[src/rtl/mnist_load_ctrl_pkg.sv]
// Shared types and default geometry for the MNIST load controller and its bench.
// The top level and the testbench both take their defaults from here.
package mnist_load_ctrl_pkg;

  localparam int W_ADDR_LEN_DEF = 20;
  localparam int X_ADDR_LEN_DEF = 10;
  localparam int W_SEL_LEN_DEF  = 2;
  localparam int X_SEL_LEN_DEF  = 2;
  localparam int W_WORDS_DEF    = 100352;
  localparam int W_BANKS_DEF    = 2;
  localparam int X_WORDS_DEF    = 784;
  localparam int X_BANKS_DEF    = 1;

  typedef enum logic [2:0] {
    ST_IDLE    = 3'd0,
    ST_W_ACC   = 3'd1,
    ST_W_WR    = 3'd2,
    ST_X_ACC   = 3'd3,
    ST_X_WR    = 3'd4,
    ST_COMPUTE = 3'd5,
    ST_FIN     = 3'd6
  } state_e;

  // The host keeps memory ownership everywhere except while the engine computes.
  function automatic logic host_owns(input state_e s);
    return s != ST_COMPUTE;
  endfunction

endpackage

[src/rtl/mnist_load_ctrl_if.sv]
// Memory write port and compute handshake between the load controller (master)
// and the network top (slave).
interface mnist_load_ctrl_if
  import mnist_load_ctrl_pkg::*;
#(
  parameter int W_ADDR_LEN = W_ADDR_LEN_DEF,
  parameter int X_ADDR_LEN = X_ADDR_LEN_DEF,
  parameter int W_SEL_LEN  = W_SEL_LEN_DEF,
  parameter int X_SEL_LEN  = X_SEL_LEN_DEF
) ();

  logic                  load_compute_ctrl;
  logic                  en_compute;
  logic                  w_wq_oc;
  logic                  x_wq_oc;
  logic [W_ADDR_LEN-1:0] w_addr_oc;
  logic [X_ADDR_LEN-1:0] x_addr_oc;
  logic [W_SEL_LEN-1:0]  w_sel_oc;
  logic [X_SEL_LEN-1:0]  x_sel_oc;
  logic                  wx_write_oc;
  logic                  compute_finish;
  logic [3:0]            result;

  modport master (
    output load_compute_ctrl, en_compute, w_wq_oc, x_wq_oc,
           w_addr_oc, x_addr_oc, w_sel_oc, x_sel_oc, wx_write_oc,
    input  compute_finish, result
  );

  modport slave (
    input  load_compute_ctrl, en_compute, w_wq_oc, x_wq_oc,
           w_addr_oc, x_addr_oc, w_sel_oc, x_sel_oc, wx_write_oc,
    output compute_finish, result
  );

endinterface

[src/rtl/mnist_load_addr_gen.sv]
// Bank-major address counter: address runs 0..WORDS-1, then bank select steps.
// 'last' flags the final word of the final bank.
module mnist_load_addr_gen
  import mnist_load_ctrl_pkg::*;
#(
  parameter int ADDR_LEN = W_ADDR_LEN_DEF,
  parameter int SEL_LEN  = W_SEL_LEN_DEF,
  parameter int WORDS    = W_WORDS_DEF,
  parameter int BANKS    = W_BANKS_DEF
) (
  input  logic                clk,
  input  logic                rst,
  input  logic                clr,
  input  logic                adv,
  output logic [ADDR_LEN-1:0] addr,
  output logic [SEL_LEN-1:0]  sel,
  output logic                last
);

  localparam logic [ADDR_LEN-1:0] LAST_ADDR = ADDR_LEN'(WORDS - 1);
  localparam logic [SEL_LEN-1:0]  LAST_SEL  = SEL_LEN'(BANKS - 1);

  logic [ADDR_LEN-1:0] addr_q, addr_d;
  logic [SEL_LEN-1:0]  sel_q, sel_d;

  always_comb begin
    addr_d = addr_q;
    sel_d  = sel_q;
    if (clr) begin
      addr_d = '0;
      sel_d  = '0;
    end else if (adv) begin
      if (addr_q == LAST_ADDR) begin
        addr_d = '0;
        sel_d  = sel_q + 1'b1;
      end else begin
        addr_d = addr_q + 1'b1;
      end
    end
  end

  always_ff @(posedge clk or posedge rst) begin
    if (rst) begin
      addr_q <= '0;
      sel_q  <= '0;
    end else begin
      addr_q <= addr_d;
      sel_q  <= sel_d;
    end
  end

  assign addr = addr_q;
  assign sel  = sel_q;
  assign last = (addr_q == LAST_ADDR) && (sel_q == LAST_SEL);

endmodule

[src/rtl/mnist_load_ctrl.sv]
// Host-side loader: streams serial weight/input bits into the network memories,
// then hands memory to the compute engine and captures its classification.
module mnist_load_ctrl
  import mnist_load_ctrl_pkg::*;
#(
  parameter int W_ADDR_LEN = W_ADDR_LEN_DEF,
  parameter int X_ADDR_LEN = X_ADDR_LEN_DEF,
  parameter int W_SEL_LEN  = W_SEL_LEN_DEF,
  parameter int X_SEL_LEN  = X_SEL_LEN_DEF,
  parameter int W_WORDS    = W_WORDS_DEF,
  parameter int W_BANKS    = W_BANKS_DEF,
  parameter int X_WORDS    = X_WORDS_DEF,
  parameter int X_BANKS    = X_BANKS_DEF
) (
  input  logic       clk,
  input  logic       rst,
  input  logic       start,
  input  logic       skip_w,
  input  logic       s_valid,
  input  logic       s_bit,
  output logic       s_ready,
  output logic [3:0] result_q,
  output logic       done,
  output logic       busy,
  mnist_load_ctrl_if.master bus
);

  state_e state_q, state_d;

  logic                  s_ready_q, s_ready_d;
  logic                  lcc_q, lcc_d;
  logic                  en_q, en_d;
  logic                  w_wq_q, w_wq_d;
  logic                  x_wq_q, x_wq_d;
  logic [W_ADDR_LEN-1:0] w_addr_q, w_addr_d;
  logic [X_ADDR_LEN-1:0] x_addr_q, x_addr_d;
  logic [W_SEL_LEN-1:0]  w_sel_q, w_sel_d;
  logic [X_SEL_LEN-1:0]  x_sel_q, x_sel_d;
  logic                  wdat_q, wdat_d;
  logic [3:0]            result_d;
  logic                  done_q, done_d;
  logic                  busy_q, busy_d;
  logic                  first_q, first_d;

  logic                  w_clr, w_adv, w_last;
  logic                  x_clr, x_adv, x_last;
  logic [W_ADDR_LEN-1:0] w_addr_cnt;
  logic [W_SEL_LEN-1:0]  w_sel_cnt;
  logic [X_ADDR_LEN-1:0] x_addr_cnt;
  logic [X_SEL_LEN-1:0]  x_sel_cnt;
  logic                  accept;

  mnist_load_addr_gen #(
    .ADDR_LEN(W_ADDR_LEN), .SEL_LEN(W_SEL_LEN), .WORDS(W_WORDS), .BANKS(W_BANKS)
  ) u_w_gen (
    .clk(clk), .rst(rst), .clr(w_clr), .adv(w_adv),
    .addr(w_addr_cnt), .sel(w_sel_cnt), .last(w_last)
  );

  mnist_load_addr_gen #(
    .ADDR_LEN(X_ADDR_LEN), .SEL_LEN(X_SEL_LEN), .WORDS(X_WORDS), .BANKS(X_BANKS)
  ) u_x_gen (
    .clk(clk), .rst(rst), .clr(x_clr), .adv(x_adv),
    .addr(x_addr_cnt), .sel(x_sel_cnt), .last(x_last)
  );

  assign accept = s_valid && s_ready_q;

  always_comb begin
    state_d  = state_q;
    w_addr_d = w_addr_q;
    x_addr_d = x_addr_q;
    w_sel_d  = w_sel_q;
    x_sel_d  = x_sel_q;
    wdat_d   = wdat_q;
    result_d = result_q;
    w_clr    = 1'b0;
    w_adv    = 1'b0;
    x_clr    = 1'b0;
    x_adv    = 1'b0;

    case (state_q)
      ST_IDLE: begin
        w_clr = 1'b1;
        x_clr = 1'b1;
        if (start) state_d = skip_w ? ST_X_ACC : ST_W_ACC;
      end
      ST_W_ACC: begin
        if (accept) begin
          wdat_d   = s_bit;
          w_addr_d = w_addr_cnt;
          w_sel_d  = w_sel_cnt;
          state_d  = ST_W_WR;
        end
      end
      ST_W_WR: begin
        w_adv   = 1'b1;
        state_d = w_last ? ST_X_ACC : ST_W_ACC;
      end
      ST_X_ACC: begin
        if (accept) begin
          wdat_d   = s_bit;
          x_addr_d = x_addr_cnt;
          x_sel_d  = x_sel_cnt;
          state_d  = ST_X_WR;
        end
      end
      ST_X_WR: begin
        x_adv   = 1'b1;
        state_d = x_last ? ST_COMPUTE : ST_X_ACC;
      end
      ST_COMPUTE: begin
        // A finish flag left high from a previous run is ignored on the first cycle.
        if (!first_q && bus.compute_finish) begin
          result_d = bus.result;
          state_d  = ST_FIN;
        end
      end
      ST_FIN:  state_d = ST_IDLE;
      default: state_d = ST_IDLE;
    endcase

    // Outputs are decoded from the next state so they register in step with it.
    s_ready_d = (state_d == ST_W_ACC) || (state_d == ST_X_ACC);
    w_wq_d    = (state_d == ST_W_WR);
    x_wq_d    = (state_d == ST_X_WR);
    lcc_d     = host_owns(state_d);
    en_d      = (state_d == ST_COMPUTE);
    done_d    = (state_d == ST_FIN);
    busy_d    = (state_d != ST_IDLE);
    first_d   = (state_d == ST_COMPUTE) && (state_q != ST_COMPUTE);
  end

  always_ff @(posedge clk or posedge rst) begin
    if (rst) begin
      state_q   <= ST_IDLE;
      s_ready_q <= 1'b0;
      lcc_q     <= 1'b1;
      en_q      <= 1'b0;
      w_wq_q    <= 1'b0;
      x_wq_q    <= 1'b0;
      w_addr_q  <= '0;
      x_addr_q  <= '0;
      w_sel_q   <= '0;
      x_sel_q   <= '0;
      wdat_q    <= 1'b0;
      result_q  <= '0;
      done_q    <= 1'b0;
      busy_q    <= 1'b0;
      first_q   <= 1'b0;
    end else begin
      state_q   <= state_d;
      s_ready_q <= s_ready_d;
      lcc_q     <= lcc_d;
      en_q      <= en_d;
      w_wq_q    <= w_wq_d;
      x_wq_q    <= x_wq_d;
      w_addr_q  <= w_addr_d;
      x_addr_q  <= x_addr_d;
      w_sel_q   <= w_sel_d;
      x_sel_q   <= x_sel_d;
      wdat_q    <= wdat_d;
      result_q  <= result_d;
      done_q    <= done_d;
      busy_q    <= busy_d;
      first_q   <= first_d;
    end
  end

  assign s_ready               = s_ready_q;
  assign done                  = done_q;
  assign busy                  = busy_q;
  assign bus.load_compute_ctrl = lcc_q;
  assign bus.en_compute        = en_q;
  assign bus.w_wq_oc           = w_wq_q;
  assign bus.x_wq_oc           = x_wq_q;
  assign bus.w_addr_oc         = w_addr_q;
  assign bus.x_addr_oc         = x_addr_q;
  assign bus.w_sel_oc          = w_sel_q;
  assign bus.x_sel_oc          = x_sel_q;
  assign bus.wx_write_oc       = wdat_q;

endmodule
[src/flat_wrapper.sv]
// flat-port wrapper written by rule: the top's interface ports become plain ports
module mnist_load_ctrl_flat import mnist_load_ctrl_pkg::*;
#(
  parameter int W_ADDR_LEN = W_ADDR_LEN_DEF,
  parameter int X_ADDR_LEN = X_ADDR_LEN_DEF,
  parameter int W_SEL_LEN  = W_SEL_LEN_DEF,
  parameter int X_SEL_LEN  = X_SEL_LEN_DEF,
  parameter int W_WORDS    = W_WORDS_DEF,
  parameter int W_BANKS    = W_BANKS_DEF,
  parameter int X_WORDS    = X_WORDS_DEF,
  parameter int X_BANKS    = X_BANKS_DEF
)
  (clk, rst, start, skip_w, s_valid, s_bit, s_ready, result_q, done, busy, bus_load_compute_ctrl, bus_en_compute, bus_w_wq_oc, bus_x_wq_oc, bus_w_addr_oc, bus_x_addr_oc, bus_w_sel_oc, bus_x_sel_oc, bus_wx_write_oc, bus_compute_finish, bus_result);
  mnist_load_ctrl_if #(.W_ADDR_LEN(W_ADDR_LEN), .X_ADDR_LEN(X_ADDR_LEN), .W_SEL_LEN(W_SEL_LEN), .X_SEL_LEN(X_SEL_LEN)) bus_i ();
  input  logic clk;
  input  logic rst;
  input  logic start;
  input  logic skip_w;
  input  logic s_valid;
  input  logic s_bit;
  output logic s_ready;
  output logic [3:0] result_q;
  output logic done;
  output logic busy;
  output wire logic [$bits(bus_i.load_compute_ctrl)-1:0] bus_load_compute_ctrl;
  output wire logic [$bits(bus_i.en_compute)-1:0] bus_en_compute;
  output wire logic [$bits(bus_i.w_wq_oc)-1:0] bus_w_wq_oc;
  output wire logic [$bits(bus_i.x_wq_oc)-1:0] bus_x_wq_oc;
  output wire logic [$bits(bus_i.w_addr_oc)-1:0] bus_w_addr_oc;
  output wire logic [$bits(bus_i.x_addr_oc)-1:0] bus_x_addr_oc;
  output wire logic [$bits(bus_i.w_sel_oc)-1:0] bus_w_sel_oc;
  output wire logic [$bits(bus_i.x_sel_oc)-1:0] bus_x_sel_oc;
  output wire logic [$bits(bus_i.wx_write_oc)-1:0] bus_wx_write_oc;
  input wire logic [$bits(bus_i.compute_finish)-1:0] bus_compute_finish;
  input wire logic [$bits(bus_i.result)-1:0] bus_result;
  assign bus_load_compute_ctrl = bus_i.load_compute_ctrl;
  assign bus_en_compute = bus_i.en_compute;
  assign bus_w_wq_oc = bus_i.w_wq_oc;
  assign bus_x_wq_oc = bus_i.x_wq_oc;
  assign bus_w_addr_oc = bus_i.w_addr_oc;
  assign bus_x_addr_oc = bus_i.x_addr_oc;
  assign bus_w_sel_oc = bus_i.w_sel_oc;
  assign bus_x_sel_oc = bus_i.x_sel_oc;
  assign bus_wx_write_oc = bus_i.wx_write_oc;
  assign bus_i.compute_finish = bus_compute_finish;
  assign bus_i.result = bus_result;
  mnist_load_ctrl #(.W_ADDR_LEN(W_ADDR_LEN), .X_ADDR_LEN(X_ADDR_LEN), .W_SEL_LEN(W_SEL_LEN), .X_SEL_LEN(X_SEL_LEN), .W_WORDS(W_WORDS), .W_BANKS(W_BANKS), .X_WORDS(X_WORDS), .X_BANKS(X_BANKS)) u_core (.clk(clk), .rst(rst), .start(start), .skip_w(skip_w), .s_valid(s_valid), .s_bit(s_bit), .s_ready(s_ready), .result_q(result_q), .done(done), .busy(busy), .bus(bus_i));
endmodule
[config.mk]
export PLATFORM = sky130hd
export DESIGN_NAME = mnist_load_ctrl_flat
export DESIGN_NICKNAME = d
export VERILOG_FILES = /design/src/rtl/mnist_load_ctrl_pkg.sv /design/src/rtl/mnist_load_ctrl_if.sv /design/src/rtl/mnist_load_addr_gen.sv /design/src/rtl/mnist_load_ctrl.sv /design/src/flat_wrapper.sv
export SDC_FILE = /design/constraint.sdc
export NUM_CORES = 1
export LEC_CHECK = 0
export CORE_MARGIN = 4
export CORE_UTILIZATION = 45
export CTS_CLUSTER_DIAMETER = 40
export DETAILED_ROUTE_END_ITERATION = 10
export PLACE_DENSITY = 0.68
export SLEW_MARGIN = 20
export SYNTH_ARGS = -nofsm -noshare
export SYNTH_HDL_FRONTEND = slang
export SYNTH_HIERARCHICAL = 1
export SYNTH_SLANG_ARGS = --single-unit
[constraint.sdc]
create_clock -name clk -period 3.05 [get_ports clk]
set_input_delay 0.305 -clock clk [delete_from_list [all_inputs] [get_ports clk]]
set_output_delay 0.305 -clock clk [all_outputs]
set_load 0.01 [all_outputs]
* After elaboration in Yosys (flattened, before gate mapping) *
Cells that the tools add are included.

storage, ports and cells
  flip-flop bits (word level) = 84
  input port bits = 11
  output and inout port bits = 46
  word-level logic and storage cells = 83

operators by class
  add/subtract/negate cells = 4
  eq/ne operators = 16
  mux-type cells = 23
  reductions and logical operators = 21

operator list
  kind                   number
  $mux 20                3
  $mux 10                3
  $add 20x1->20 const B  1
  $eq 20x17->1 const B   1
  $pmux 3 s6             1
  $mux 2                 8
  $eq 3x3->1 const B     5
  $mux 3                 5
  $eq 3x2->1 const B     4
  $reduce_and 2->1       6
  $add 10x1->10 const B  1
  $eq 10x10->1 const B   1
  $reduce_bool 2->1      4
  $eq 3x1->1 const B     2
  $ne 3x3->1 const B     2
  $logic_and 1x1->1      5
  $add 2x1->2 const B    2
  $logic_not 3->1        1
  $mux 1                 3
  $reduce_bool 3->1      1
  $eq 2x1->1 const B     1
  $logic_not 2->1        1
  $reduce_or 2->1        1
  $logic_not 1->1        1
  $logic_or 1x1->1       1

* Logic depth before layout (Yosys ltp) *
  depth after elaboration = 6
  mapped depth = 9
  gate-level depth less buffers = 9

* Cells and area by module *
The synthesis kept the hierarchy.

by module, submodules not included
  module                                instances  cells an instance  area each (um^2)  sequential area each (um^2)
  mnist_load_ctrl                       1          130                1965.6            1252.5
  mnist_load_addr_gen (u_core.u_w_gen)  1          141                1342.5            550.5
  mnist_load_addr_gen (u_core.u_x_gen)  1          71                 691.9             300.3

* Worst setup path after synthesis *
Ideal clock, no wire load.

  kind = register to register
  start point = register u_core.state_q[0]
  end point = register u_core.u_x_gen.addr_q[7], in the netlist u_core/u_x_gen/addr[7]
  library setup time = 0.078 ns
  arrival = 2.143 ns
  data required time = 2.972 ns
  path slack = 0.829 ns
  cell stages (with the launch flop) = 7
  buffers on the path = 2
  period minus slack after synthesis = 2.221 ns
  cells stage by stage = dfrtp_1 > buf_4 > nor3_1 > buf_4 > o2111ai_2 > or4_1 > a21oi_1

on the way
  longest elaborated chain between the ends = 3
  elaborated cells between the ends (all ways) = 6

ends and longest elaborated chain
  item                                                 line                       text
  start, declared                                      mnist_load_ctrl.sv:28      state_e state_q, state_d;
  start signal, assigned                               mnist_load_ctrl.sv:152     state_q <= state_d;
  $logic_not 3->1 (*)                                  -
  $mux 1 (*)                                           -
  via u_core.w_clr                                     mnist_load_ctrl.sv:45      logic w_clr, w_adv, w_last;
  $mux 10 / $reduce_bool 2->1 (equally long branches)  -
  end signal, assigned                                 mnist_load_addr_gen.sv:47  addr_q <= addr_d;
  end, declared                                        mnist_load_addr_gen.sv:23  logic [ADDR_LEN-1:0] addr_q, addr_d;

Mark *: on every way through the listed nets, which the timed path passes. The rest lies on a longest branch.
A chain may end at the register's enable or synchronous reset.

* Worst setup path in the final report *
  start point = register u_core.state_q[0]
  end point = register u_core.u_w_gen.addr_q[8], in the netlist u_core/u_w_gen/addr[8]

on the way
  longest elaborated chain between the ends = 3
  elaborated cells between the ends (all ways) = 6

ends and longest elaborated chain
  item                         line                       text
  $eq 3x2->1                   mnist_load_ctrl.sv:82      case (state_q)
  $mux 1                       mnist_load_ctrl.sv:82
  via u_core.w_adv             mnist_load_ctrl.sv:45
  $reduce_bool 2->1 (no line)  -
  end signal, assigned         mnist_load_addr_gen.sv:47
  end, declared                mnist_load_addr_gen.sv:23

The timed path passes the listed nets, and every way through them passes these cells.

==> impl_metrics.yaml <==
critical_path:
  worstPathArrival_ns: 2.58
  setup.worst_path.class: "flop to flop"
  r2r_end: "u_core/u_w_gen/addr[8]"
  regToRegStartpoint: "u_core/state_q[0]"
  ff2ff_path_depth: 4
  cp_slowest_cell: "or3_2"
  r2r_setup_slack_ns: 0.75
  critPathMaxStageDelay_ns: 0.59
  crit_chain: "nor3b_1 -> nand4_1 -> or3_2 -> a21oi_1"
  worstPathMaxFanout: 12
  cp-end-kind: "flop"
  crit_required_ns: 3.34
  start_kind: "flop"
synth:
  async_flop_share: 1.000
  synth_area_leaders: "dfrtp_1 (52%), mux2_2 (11%), a21oi_1 (2.6%), nand4_1 (1.7%), or3_1 (1.7%)"
  ys_seq_area_frac: 0.5258
  syn_area_sq_um: 4000
  synth_ff_type: "dfrtp_1"
  synth_edf_count: 0
  ys_types: 59
  synth_seq_cells: 84
  yosys.area.top_type: "dfrtp_1"
  synth_top_area_frac: 0.5192
  syn_inst: 342
  ys_warn_count: 6
  avgSynthCellArea_sq_um: 11.70
  syn_nets: 357
sta:
  clock_skew_ns: 0.007293
  fin_tns_setup_ns: 0
  worst_pin_slew_ns: 0.8624
  setup-violations-final: 0
  fin_crit_ns: 2.300
  fin_crit_sh: 0.7540
  max_freq_mhz: 434.9
  drv_slew: 0
  hold_slack_ns: 0.3346
  rsz0062_at_grt: "false"
  slew_headroom: 0.4244
  hold_viol: 0
floorplanning:
  pin_count: 57
  die_h_um: 102.3
  die_area_sq_um: 10460
  initial_utilization: 0.4609
  core_sq_um: 8678
  die_w_um: 102.3
  row_count: 34
clock_network:
  cts_resized: 0
  cts.path.max_buffers: 2
  cts_root_buf: "clkbuf_8"
  numClockSinks: 84
  htree_levels: 3
  post_cts_buffers: 0
  clk_pin_slew_worst_paths_ns: 0.09
  worstSkewPairLatency_ns: 0.36
  cts_tree: "done"
  cts-buffers-inserted: 9
  hold_buffers: 0
grt:
  grt.overflow.total: 0
  track_usage: 0.1682
  grt_pass1_wl_mm: 13.72
  grt_pass1_vias: 2792
  antenna_found_initial: 0
  grt_start_max_net_pins: 27
hold_path:
  worstHoldPathType: "input pin to asynchronous set/reset pin"
drt:
  wl_per_cell_um: 16.10
  dr.pass1.iters: 4
  route.final.wire_length_mm: 8.228
  drc: 0
  ant_nets: 0
  vias_per_cell: 5.663
  dr_total_vias: 2894
  drt-initial-drc-count: 123
power_and_ir_drop:
  p_leak_nw: 2.042
  ir_drop_v: 0.0005155
  powerDensity_nw_per_um2: 604.6
layout:
  mostFrequentLayoutCells: "dfrtp_1 (83), clkdlybuf4s50_1 (56), mux2_2 (39)"
  syn_to_final_growth_pct: 18.74
  nets: 413
  antenna_cells: 0
  drive_above_1_share: 0.1811
  final_common_cell: "dfrtp_1"
  fillers: 768
placed_design:
  portBuffers: 56
  hpwl_mm: 5.733
  routabilityCongestion: 0.8479
outcome:
  outcome: "completed"
run:
  maxCapViolations: 0
-- flip-flops by register name, indices dropped and copies added, names as in the netlist --
register,cells
u_core/bus.w_addr_oc,20
u_core/u_w_gen/addr,20
u_core/bus.x_addr_oc,10
u_core/u_x_gen/addr,10
u_core/result_q,4
u_core/state_q,3
u_core/bus.w_sel_oc,2
u_core/bus.x_sel_oc,2
u_core/u_w_gen/sel,2
u_core/u_x_gen/sel,2
u_core/bus.en_compute,1
u_core/bus.load_compute_ctrl,1
u_core/bus.w_wq_oc,1
u_core/bus.wx_write_oc,1
u_core/bus.x_wq_oc,1
u_core/busy,1
u_core/done,1
u_core/first_q,1
u_core/s_ready,1
-- per-layer routing --
metal  vias up  part of all wire  global-route usage
li1       1362                 -                   -
met3        10             0.051             0.04232
met5         -                 0                   0
met1      1444              0.44              0.2227
met2        78              0.49              0.2639
met4         0             0.015             0.07064
-- cell families after synthesis --
| logic type | share of synthesized area |
|---|---|
| AND/OR/NAND/NOR | 0.1733 |
| AO/OA/AOI/OAI | 0.1007 |
| adder cells (fa/ha/maj) | 0.01251 |
| multiplexers | 0.1204 |
| XOR/XNOR | 0.01533 |
| flip-flops | 0.5258 |
| buffers and inverters | 0.05192 |
-- Yosys cell counts (7+ instances only) --
cell type,instances
or3_1,11
dfrtp_1,83
a21oi_1,21
mux2_2,39
or4_1,7
nand3_1,9
nand4_1,11
xor2_1,7
nand2_1,18
nor2_1,17
o21ai_0,13
inv_1,15
-- layout make-up --
type	count	area (sq um)	area share
multi-input combinational	228	1694	0.3567
timing repair buffer	60	590.6	0.1243
clock buffer	11	131.4	0.02766
inverter	15	56.30	0.01185
sequential	84	2103	0.4428
clock inverter	5	38.79	0.008166
tap	108	135.1	0.02845
-- metrics by stage --
stage	total power, W	setup WS [ns]	util	cell area (sq um)	std cells
6_report	0.002872	0.7504	0.5473	4750	511
5_1_grt	0.003059	0.5824	0.5473	4750	511
4_1_cts	0.002912	0.7537	0.5473	4750	511
3_5_place_dp	0.002198	0.7630	0.5277	4579	495
3_3_place_gp	0.002176	0.8360	0.5277	4579	495
2_1_floorplan	0.001944	0.8294	-	4000	342
-- power by group --
| group | internal, W | leakage [nW] | switching (W) | total (W) |
|---|---|---|---|---|
| combinational | 0.000384 | 0.829 | 0.000408 | 0.000792 |
| clock | 0.000297 | 0.0718 | 0.000410 | 0.000708 |
| sequential | 0.00124 | 1.14 | 0.000132 | 0.00137 |
-- worst max path at each step --
stage / from / end / slack, ns / cells past startpoint
6_report: u_core/state_q[0] / u_core/u_w_gen/addr[8] / 0.75 / 4
5_1_grt: u_core/u_w_gen/addr[13] / u_core/busy / 0.58 / 7
4_1_cts: u_core/state_q[0] / u_core/u_w_gen/addr[8] / 0.75 / 4
3_5_place_dp: u_core/u_x_gen/addr[4] / u_core/busy / 0.76 / 6
3_3_place_gp: u_core/u_x_gen/addr[4] / u_core/busy / 0.84 / 6
2_1_floorplan: u_core/state_q[0] / u_core/u_x_gen/addr[7] / 0.83 / 6
-- critical path: cells and delay by family, from the launching register on --
kind	cells	cell delay [ns]
AOI/OAI and AO/OA	1	0.16
and+or+nand+nor	3	1.53
DFF	1	0.53
Power figures use the tool's default switching activity.
